===== config.mk =====
export PLATFORM = sky130hd
export DESIGN_NAME = lz77_encoder_flat
export DESIGN_NICKNAME = d
export VERILOG_FILES = /design/src/rtl/lz77_encoder_if.sv /design/src/rtl/lz77_encoder.sv /design/src/flat_wrapper.sv
export SDC_FILE = /design/constraint.sdc
export NUM_CORES = 1
export LEC_CHECK = 0
export ABC_AREA = 1
export CAP_MARGIN = 40
export CORE_UTILIZATION = 53
export CTS_CLUSTER_DIAMETER = 60
export DETAILED_ROUTE_END_ITERATION = 8
export MAX_ROUTING_LAYER = met4
export PLACE_DENSITY = 0.7
export SETUP_SLACK_MARGIN = 0.5
export SLEW_MARGIN = 10
export SYNTH_ARGS = -nofsm -noshare
export SYNTH_HDL_FRONTEND = slang
export SYNTH_SLANG_ARGS = --single-unit

===== constraint.sdc =====
create_clock -name clk -period 9.1 [get_ports clk]
set_input_delay 2.73 -clock clk [delete_from_list [all_inputs] [get_ports clk]]
set_output_delay 2.73 -clock clk [all_outputs]
set_load 0.005 [all_outputs]

===== src/rtl/lz77_encoder_if.sv =====
// Stream bundle between the LZ77 encoder and its environment.
//
// Handshake rule for both streams: a transfer happens on a rising clock
// edge where valid and ready are both high. The producer keeps valid and
// its payload stable until that edge. The consumer may drive ready without
// waiting for valid.
//   input stream : in_valid/in_char (producer = master), in_ready (encoder)
//   output stream: out_valid/code_pos/code_len/chardata/finish (encoder),
//                  out_ready (master)
//
// Other signals:
//   encode    - constant mode flag driven by the encoder
//   dbg_state - encoder FSM state, exported for observation
//
// Modports:
//   master - environment side (drives the input stream and out_ready)
//   slave  - encoder side
interface lz77_encoder_if;
  logic       in_valid;
  logic [7:0] in_char;
  logic       in_ready;
  logic       out_ready;
  logic       out_valid;
  logic [3:0] code_pos;
  logic [2:0] code_len;
  logic [7:0] chardata;
  logic       encode;
  logic       finish;
  logic [2:0] dbg_state;

  modport master (
    output in_valid, in_char, out_ready,
    input  in_ready, out_valid, code_pos, code_len, chardata, encode, finish,
           dbg_state
  );

  modport slave (
    input  in_valid, in_char, out_ready,
    output in_ready, out_valid, code_pos, code_len, chardata, encode, finish,
           dbg_state
  );
endinterface


===== src/rtl/lz77_encoder.sv =====
// Streaming LZ77 encoder: 9-entry search buffer (index 0 = newest char),
// 8-entry look-ahead buffer, matches of up to 7 chars. Emits
// (code_pos, code_len, chardata) triplets until the END_CHAR literal goes out.
//
// Ports:
//   clk   - rising-edge clock
//   reset - asynchronous, active-high reset
//   bus   - lz77_encoder_if.slave: input byte stream, output triplet stream,
//           encode flag, sticky finish flag, FSM debug state
//
// FSM: FILL -> SEARCH (9 cycles, one candidate per cycle) -> EMIT
//      -> SHIFT (code_len+1 cycles) -> FILL, or straight to SEARCH once the
//      terminator is already in the look-ahead. DONE after the final triplet.
module lz77_encoder #(
  parameter logic [7:0] END_CHAR = 8'h24
) (
  input logic          clk,
  input logic          reset,
  lz77_encoder_if.slave bus
);

  typedef enum logic [2:0] {
    S_FILL   = 3'd0,
    S_SEARCH = 3'd1,
    S_EMIT   = 3'd2,
    S_SHIFT  = 3'd3,
    S_DONE   = 3'd4
  } state_t;

  state_t     state;
  state_t     state_next;

  logic [7:0] search_buf [0:8];
  logic [8:0] search_vld;          // bit k: search_buf[k] holds a real char
  logic [7:0] la_buf [0:7];
  logic [3:0] la_count;
  logic       end_seen;
  logic [3:0] cand;                // candidate position under test
  logic [2:0] best_len;
  logic [3:0] best_pos;
  logic [3:0] shift_cnt;
  logic [3:0] code_pos_q;
  logic [2:0] code_len_q;
  logic [7:0] chardata_q;
  logic       finish_q;

  // Match length for the current candidate.
  logic [2:0] limit;
  logic [2:0] cand_len;
  logic [7:0] elem;
  logic       run;
  logic [2:0] final_len;
  logic [3:0] final_pos;

  always_comb begin
    limit    = (la_count >= 4'd8) ? 3'd7 :
               (la_count == 4'd0) ? 3'd0 : 3'(la_count - 4'd1);
    cand_len = '0;
    run      = search_vld[cand];
    elem     = '0;
    for (int i = 0; i < 7; i++) begin
      // Walking past the start of the search buffer continues into the
      // look-ahead, which lets a match overlap the chars being encoded.
      if (cand >= 4'(i)) elem = search_buf[cand - 4'(i)];
      else               elem = la_buf[3'(4'(i) - cand - 4'd1)];
      if (run && (3'(i) < limit) && (elem == la_buf[3'(i)])) cand_len = 3'(i + 1);
      else                                                   run = 1'b0;
    end
    // Strict compare: on a tie the earlier (smaller) position is kept.
    final_len = (cand_len > best_len) ? cand_len : best_len;
    final_pos = (cand_len > best_len) ? cand     : best_pos;
  end

  // State register.
  always_ff @(posedge clk or posedge reset) begin
    if (reset) state <= S_FILL;
    else       state <= state_next;
  end

  // Next-state logic.
  always_comb begin
    state_next = state;
    case (state)
      S_FILL:   if (bus.in_valid && (la_count == 4'd7 || bus.in_char == END_CHAR))
                  state_next = S_SEARCH;
      S_SEARCH: if (cand == 4'd8) state_next = S_EMIT;
      S_EMIT:   if (bus.out_ready) state_next = finish_q ? S_DONE : S_SHIFT;
      S_SHIFT:  if (shift_cnt == 4'd1) state_next = end_seen ? S_SEARCH : S_FILL;
      S_DONE:   state_next = S_DONE;
      default:  state_next = S_FILL;
    endcase
  end

  // Outputs.
  always_comb begin
    bus.in_ready  = (state == S_FILL) && !reset;
    bus.out_valid = (state == S_EMIT);
    bus.encode    = 1'b1;
    bus.dbg_state = state;
    bus.code_pos  = code_pos_q;
    bus.code_len  = code_len_q;
    bus.chardata  = chardata_q;
    bus.finish    = finish_q;
  end

  // Datapath.
  always_ff @(posedge clk or posedge reset) begin
    if (reset) begin
      for (int k = 0; k < 9; k++) search_buf[k] <= '0;
      for (int k = 0; k < 8; k++) la_buf[k] <= '0;
      search_vld <= '0;
      la_count   <= '0;
      end_seen   <= 1'b0;
      cand       <= '0;
      best_len   <= '0;
      best_pos   <= '0;
      shift_cnt  <= '0;
      code_pos_q <= '0;
      code_len_q <= '0;
      chardata_q <= '0;
      finish_q   <= 1'b0;
    end else begin
      case (state)
        S_FILL: begin
          cand     <= '0;
          best_len <= '0;
          best_pos <= '0;
          if (bus.in_valid) begin
            la_buf[la_count[2:0]] <= bus.in_char;
            la_count              <= la_count + 4'd1;
            if (bus.in_char == END_CHAR) end_seen <= 1'b1;
          end
        end
        S_SEARCH: begin
          best_len <= final_len;
          best_pos <= final_pos;
          if (cand == 4'd8) begin
            cand       <= '0;
            code_pos_q <= final_pos;
            code_len_q <= final_len;
            chardata_q <= la_buf[final_len];
            if (la_buf[final_len] == END_CHAR) finish_q <= 1'b1;
          end else begin
            cand <= cand + 4'd1;
          end
        end
        S_EMIT: begin
          if (bus.out_ready) shift_cnt <= {1'b0, code_len_q} + 4'd1;
        end
        S_SHIFT: begin
          cand          <= '0;
          best_len      <= '0;
          best_pos      <= '0;
          search_buf[0] <= la_buf[0];
          for (int k = 1; k < 9; k++) search_buf[k] <= search_buf[k-1];
          search_vld    <= {search_vld[7:0], 1'b1};
          for (int k = 0; k < 7; k++) la_buf[k] <= la_buf[k+1];
          la_buf[7]     <= '0;
          la_count      <= la_count - 4'd1;
          shift_cnt     <= shift_cnt - 4'd1;
        end
        default: begin
        end
      endcase
    end
  end

endmodule


===== src/flat_wrapper.sv =====
// flat-port wrapper written by rule: the top's interface ports become plain ports
module lz77_encoder_flat 
#(
  parameter logic [7:0] END_CHAR = 8'h24
)
  (clk, reset, bus_in_valid, bus_in_char, bus_out_ready, bus_in_ready, bus_out_valid, bus_code_pos, bus_code_len, bus_chardata, bus_encode, bus_finish, bus_dbg_state);
  lz77_encoder_if bus_i ();
  input logic clk;
  input logic reset;
  input wire logic [$bits(bus_i.in_valid)-1:0] bus_in_valid;
  input wire logic [$bits(bus_i.in_char)-1:0] bus_in_char;
  input wire logic [$bits(bus_i.out_ready)-1:0] bus_out_ready;
  output wire logic [$bits(bus_i.in_ready)-1:0] bus_in_ready;
  output wire logic [$bits(bus_i.out_valid)-1:0] bus_out_valid;
  output wire logic [$bits(bus_i.code_pos)-1:0] bus_code_pos;
  output wire logic [$bits(bus_i.code_len)-1:0] bus_code_len;
  output wire logic [$bits(bus_i.chardata)-1:0] bus_chardata;
  output wire logic [$bits(bus_i.encode)-1:0] bus_encode;
  output wire logic [$bits(bus_i.finish)-1:0] bus_finish;
  output wire logic [$bits(bus_i.dbg_state)-1:0] bus_dbg_state;
  assign bus_i.in_valid = bus_in_valid;
  assign bus_i.in_char = bus_in_char;
  assign bus_i.out_ready = bus_out_ready;
  assign bus_in_ready = bus_i.in_ready;
  assign bus_out_valid = bus_i.out_valid;
  assign bus_code_pos = bus_i.code_pos;
  assign bus_code_len = bus_i.code_len;
  assign bus_chardata = bus_i.chardata;
  assign bus_encode = bus_i.encode;
  assign bus_finish = bus_i.finish;
  assign bus_dbg_state = bus_i.dbg_state;
  lz77_encoder #(.END_CHAR(END_CHAR)) u_core (.clk(clk), .reset(reset), .bus(bus_i));
endmodule

After elaboration in Yosys (flattened, before gate mapping)

Index checks and enable logic that the tools add are counted.

Register bits: 184
Latch bits: 0
Bits in writable memories: 0
Bits in read-only memories: 0
Input port bits: 12
Word-level logic and storage cells: 247
Memories kept: 0

Add/sub/neg operators: 25
Multiply operators: 0
Div/mod/pow operators: 0
Order comparisons: 34
Equality and inequality tests: 21
Shifts and indexed selects: 0
Muxes and demuxes: 91
Bitwise operators: 16
Reduce and logical (&&, ||, !) cells: 31

Operators by type and width:

| operator                                                          | number |
|---|---|
| 2-to-1 mux 8 bit                                                  | 38 |
| binary-select mux 8 bit (select 4 bit)                            | 7 |
| binary-select mux 8 bit (select 3 bit)                            | 8 |
| case mux 64 bit (2 select lines)                                  | 1 |
| bitwise mux 64 bit                                                | 1 |
| 2-to-1 mux 64 bit                                                 | 1 |
| greater-or-equal comparator 4 bit, second input constant          | 10 |
| 2-to-1 mux 3 bit                                                  | 12 |
| NOT 3 -> 4 bit                                                    | 9 |
| greater-or-equal comparator 5 bit, second input constant          | 7 |
| NOT 4 -> 5 bit                                                    | 7 |
| equality test 8 bit                                               | 4 |
| case mux 4 bit (2 select lines)                                   | 4 |
| demux 8 bit (select 3 bit)                                        | 1 |
| equality test 8 bit, second input constant                        | 3 |
| subtractor 3 x 1 -> 3 bit, second input constant                  | 7 |
| logical AND 1 bit                                                 | 17 |
| equality test 8 x 6 -> 1 bit, second input constant               | 2 |
| 2-to-1 mux 4 bit                                                  | 4 |
| case mux 3 bit (5 select lines)                                   | 1 |
| greater-or-equal comparator 4 x 3 -> 1 bit, second input constant | 3 |
| subtractor 4 x 1 -> 4 bit, second input constant                  | 3 |
| subtractor 4 x 3 -> 4 bit, second input constant                  | 3 |
| less-than comparator 3 bit, first input constant                  | 3 |
| 34 further kinds                                                  | 62 |

Longest topological paths before layout

Word-level depth: 36
Gate-level depth with buffers: 42
Mapped depth without buffers: 38

Least setup slack after synthesis

Ideal clock, no wire load.

Path kind: in2out
Start point: input port reset
End point: output port bus_in_ready
Data arrival time: 2.836 ns
Path slack: 3.534 ns
Stages: 1
Path buffers: 0
Cells stage by stage: nor2_1

Cells in the longest elaborated chain, start to end: 2

Ends and longest elaborated chain:

| what                             | line               | text |
|---|---|---|
| start: declaration               | flat_wrapper.sv:9  | `input logic reset;` |
| zero test 1 bit (no source line) | n/a                |  |
| logical AND 1 bit                | lz77_encoder.sv:96 | `bus.in_ready = (state == S_FILL) && !reset;` |
| end: declaration                 | flat_wrapper.sv:13 | `output wire logic [$bits(bus_i.in_ready)-1:0] bus_in_ready;` |

Every way passes these cells.

Worst setup path after layout

Start point: register u_core.cand[0]
End point: register u_core.chardata_q[3] (netlist: u_core.bus.chardata[3])

Cells in the longest elaborated chain, start to end: 34
Elaborated cells between the ends (all ways): 134
Those cells by class: 20 x add/sub; 8 x order compare; 8 x eq/ne; 68 x mux; 15 x bitwise; 15 x reduce/logical

Ends and longest elaborated chain:

| what                                                | line                | text |
|---|---|---|
| start: declaration                                  | lz77_encoder.sv:38  | `logic [3:0] cand;` |
| start signal: assignment                            | lz77_encoder.sv:144 | `cand <= cand + 4'd1;` |
| subtractor 1 x 3 -> 3 bit                           | lz77_encoder.sv:65  | `else elem = la_buf[3'(4'(i) - cand - 4'd1)];` |
| subtractor 3 x 1 -> 3 bit                           | lz77_encoder.sv:65  |  |
| NOT 3 -> 4 bit (not written as such)                | lz77_encoder.sv:65  |  |
| binary-select mux 8 bit (select 3 bit)              | lz77_encoder.sv:65  |  |
| 2-to-1 mux 8 bit (not written as such) (2 in a row) | lz77_encoder.sv:65  |  |
| 2-to-1 mux 8 bit                                    | lz77_encoder.sv:64  | `if (cand >= 4'(i)) elem = search_buf[cand - 4'(i)];` |
| equality test 8 bit                                 | lz77_encoder.sv:66  | `if (run && (3'(i) < limit) && (elem == la_buf[3'(i)])) cand_len = 3'(i + 1);` |
| logical AND 1 bit                                   | lz77_encoder.sv:66  |  |
| [... 15 more ...]                                   | n/a                 |  |
| 2-to-1 mux 1 bit                                    | lz77_encoder.sv:66  |  |
| logical AND 1 bit (2 in a row)                      | lz77_encoder.sv:66  |  |
| 2-to-1 mux 3 bit                                    | lz77_encoder.sv:66  |  |
| > comparator 3 bit                                  | lz77_encoder.sv:70  | `final_len = (cand_len > best_len) ? cand_len : best_len;` |
| 2-to-1 mux 3 bit                                    | lz77_encoder.sv:70  |  |
| NOT 3 -> 4 bit (not written as such)                | lz77_encoder.sv:141 | `chardata_q <= la_buf[final_len];` |
| binary-select mux 8 bit (select 3 bit)              | lz77_encoder.sv:141 |  |
| 2-to-1 mux 8 bit (not written as such) (2 in a row) | lz77_encoder.sv:141 |  |
| end signal: assignment                              | lz77_encoder.sv:141 |  |
| end: declaration                                    | lz77_encoder.sv:44  | `logic [7:0] chardata_q;` |

Several ways; a longest one is shown, not always the timed one. The select of a mux whose other input is x is not followed.
A chain may end at the register's enable or synchronous reset.

==> impl_metrics.ini <==
[outcome]
outcome = complete, no violations

[sta]
worst_pin_slew_ns = 0.948
fin_crit_ns = 7.11
setup_viol = 0
worst_slack_ns = 1.99
final-hold-violation-count = 0
max-slew-margin-rel_pct = 36.8
fin_skew_ns = 0.0106
clock.fmax_mhz = 141
setup_tns_ns = 0
fin_crit_sh_pct = 78.2
rsz0062_at_grt = no
drv_slew = 0

[route]
routed_wl_um = 45000
first_pass_iters = 6
drtIter0Drc = 1695
vias_per_cell = 5.95
drc_errors = 0
vias = 14100
wire_per_inst_um = 19.0
postRouteAntennaNets = 0

[worst_setup_path]
rr_endpoint = u_core.bus.chardata[3]
arrival_ns = 7.40
path_common_cell = nand2_1
worst_ep_required_time_ns = 9.39
end_kind = flop
critical_path.slowest_cell = dfrtp_4
regToRegSetupSlack_ns = 1.99
reg2reg_depth = 31
crit_fanout = 67
crit_type = flop to flop
slowest_delay_ns = 0.65
critPathLaunchType = flop
reg2reg_from = u_core.cand[0]

[layout]
mostFrequentLayoutCell = nand2_1
fin_nets = 2053
final_util_pct = 57.9
drive_gt1_share_pct = 4.32
area_growth_pct = 6.67
mostFrequentLayoutCells = nand2_1, nand3_1, dfrtp_1
fill_cells = 2418
multi_input_area_um2 = 7450
seq_area_um2 = 4610
antenna_cells = 0
fin_area_um2 = 14200

[cts]
cts_tree = done
clock_latency_ns = 0.45
numCtsBuffers = 17
cts.repair_timing.setup_buffer_count = 0
h-tree-depth = 4
clock-sinks = 184
cts_buffer_depth = 2
ctsResizeCount = 0
root_buffer = clkbuf_16
cts_hold_buf = 0
clk_pin_slew_worst_paths_ns = 0.08

[yosys]
netlist.area_leader.share_pct = 34.7
seq_area_frac_synth_pct = 34.7
syn_nets = 2099
yosys_register_bits = 184
syn_inst = 2072
synth.largest_area_cell = dfrtp_1
synth_edf_count = 0
ys.flop_type = dfrtp_1
yosys_warnings = 0
synthArstFlopShare_pct = 100
postSynthAreaPerCell_um2 = 6.41
synthesis.area_um2 = 13300
yosysUniqueCellTypes = 46
netlist_top_cells_area = dfrtp_1, nand2_1, nand3_1

[global_routing]
grt_pass1_vias = 12900
grt_usage_pct = 36.8
grt_pass1_wl_um = 71300
antenna_found_initial = 0
gr-total-overflow = 0
grt_max_degree = 96

[place]
gp_congestion = 1.01
port_buffers = 32
place_area_um2 = 13600
dp_hpwl_um = 30500
pre_cts_slack_ns = 2.32

[die]
die-height_um = 160
pin_count = 34
row_count = 57
core_area_um2 = 24500
start_util_pct = 54.3
die_area_um2 = 25700
die-width_um = 160

[worst_hold_path]
whs_endpoint = u_core.bus.code_pos[0]
hp-class = flop to flop
hold_depth = 2
hp-start = u_core.bus.code_pos[0]

[pwr]
power_leakage_nw = 6.99
finalPower_w = 0.00611
irDropWorstVdd_v = 0.000259
power_density_nw_per_um2 = 432

[run]
maxCapViolCount = 0
worst max-delay path, delay by kind of cell, from the launching register on:
family	cells	cell delay [ns]
fa+ha+maj	2	0.70
simple gates	22	2.68
compound gates	2	0.93
buf+inv	5	1.91
flops	1	0.65
cell usage after synthesis (2+ instances only):
| cell type | n |
|---|---|
| nor3_1 | 7 |
| inv_2 | 8 |
| nand2_1 | 829 |
| o21ai_2 | 2 |
| nor2_4 | 2 |
| ha_1 | 15 |
| nand2_2 | 2 |
| inv_4 | 2 |
| o21ai_0 | 169 |
| xnor2_2 | 2 |
| o21ai_1 | 8 |
| inv_1 | 147 |
| nand4_1 | 5 |
| nand3_1 | 314 |
| buf_1 | 4 |
| a21oi_1 | 49 |
| nand3_2 | 2 |
| o221ai_1 | 41 |
| o22ai_1 | 12 |
| nand2_4 | 2 |
| xor2_1 | 9 |
| dfrtp_1 | 184 |
| buf_2 | 33 |
| a31oi_1 | 3 |
| o211ai_1 | 15 |
| a22oi_1 | 17 |
| nor2_2 | 5 |
| buf_6 | 11 |
| nor2_1 | 88 |
| buf_4 | 18 |
| clkbuf_1 | 52 |
through the flow:
step                      hold WS [ns]  instances
after global routing             0.521       2363
after detailed placement         0.474       2331
final                            0.486       2363
after floorplan                  0.444       2072
after global placement           0.464       2329
after CTS                        0.493       2363
layout make-up:
class | instances | area share, %
Sequential cell | 184 | 32.5
Multi-Input combinational cell | 1612 | 52.6
Inverter | 158 | 4.29
Clock inverter | 14 | 1.10
Tap cell | 324 | 2.86
Clock buffer | 18 | 3.10
Timing Repair Buffer | 53 | 3.52
power breakdown:
group / internal [W] / total [W] / switching [W]
clock: 0.000398 / 0.000784 / 0.000385
sequential: 0.00113 / 0.00148 / 0.000355
combinational: 0.00115 / 0.00384 / 0.00269
total: 0.00268 / 0.00611 / 0.00343
routing by layer:
| metal | share of wire, % | up-vias | global-route usage [%] |
|---|---|---|---|
| li1 | - | 6703 | - |
| met1 | 43 | 6571 | 49.3 |
| met2 | 45 | 693 | 56.2 |
| met3 | 9.5 | 95 | 6.05 |
| met4 | 2.8 | 0 | 12.9 |
| met5 | 0 | - | - |
how the worst max path moves through the flow:
stage	startpoint	end	slack, ns	cells after the start
final	u_core.cand[0]	u_core.bus.chardata[3]	1.99	31
after global routing	u_core.cand[0]	u_core.bus.chardata[3]	1.46	31
after CTS	u_core.cand[0]	u_core.bus.chardata[3]	2.30	31
after floorplan	reset	u_core.best_len[0]	1.37	1
after global placement	u_core.cand[0]	u_core.bus.chardata[1]	2.44	31
after detailed placement	u_core.cand[0]	u_core.bus.chardata[3]	2.32	31
flip-flops by register name, summed over array words and instances, names as in the netlist:
register,count
u_core.shift_cnt,4
u_core.search_vld,9
u_core.search_buf,72
u_core.la_buf,64
u_core.la_count,4
u_core.bus.code_len,3
u_core.end_seen,1
u_core.best_pos,4
u_core.cand,4
u_core.bus.finish,1
u_core.best_len,3
u_core.bus.code_pos,4
u_core.bus.dbg_state,3
u_core.bus.chardata,8
kinds of logic (layout without fill, tap and decap cells):
kind of cell | count (synthesis) | after routing | synth area share [%]
flops | 184 | 184 | 34.7
buf+inv | 276 | 243 | 9.28
mux | 1 | 1 | 0.0754
simple gates | 1263 | 1263 | 39.5
other cells | 1 | 1 | 0.0282
fa+ha+maj | 15 | 15 | 1.41
xor+xnor | 12 | 12 | 0.905
compound gates | 320 | 320 | 14.1
Note: power is estimated with default switching activity, not from simulation.
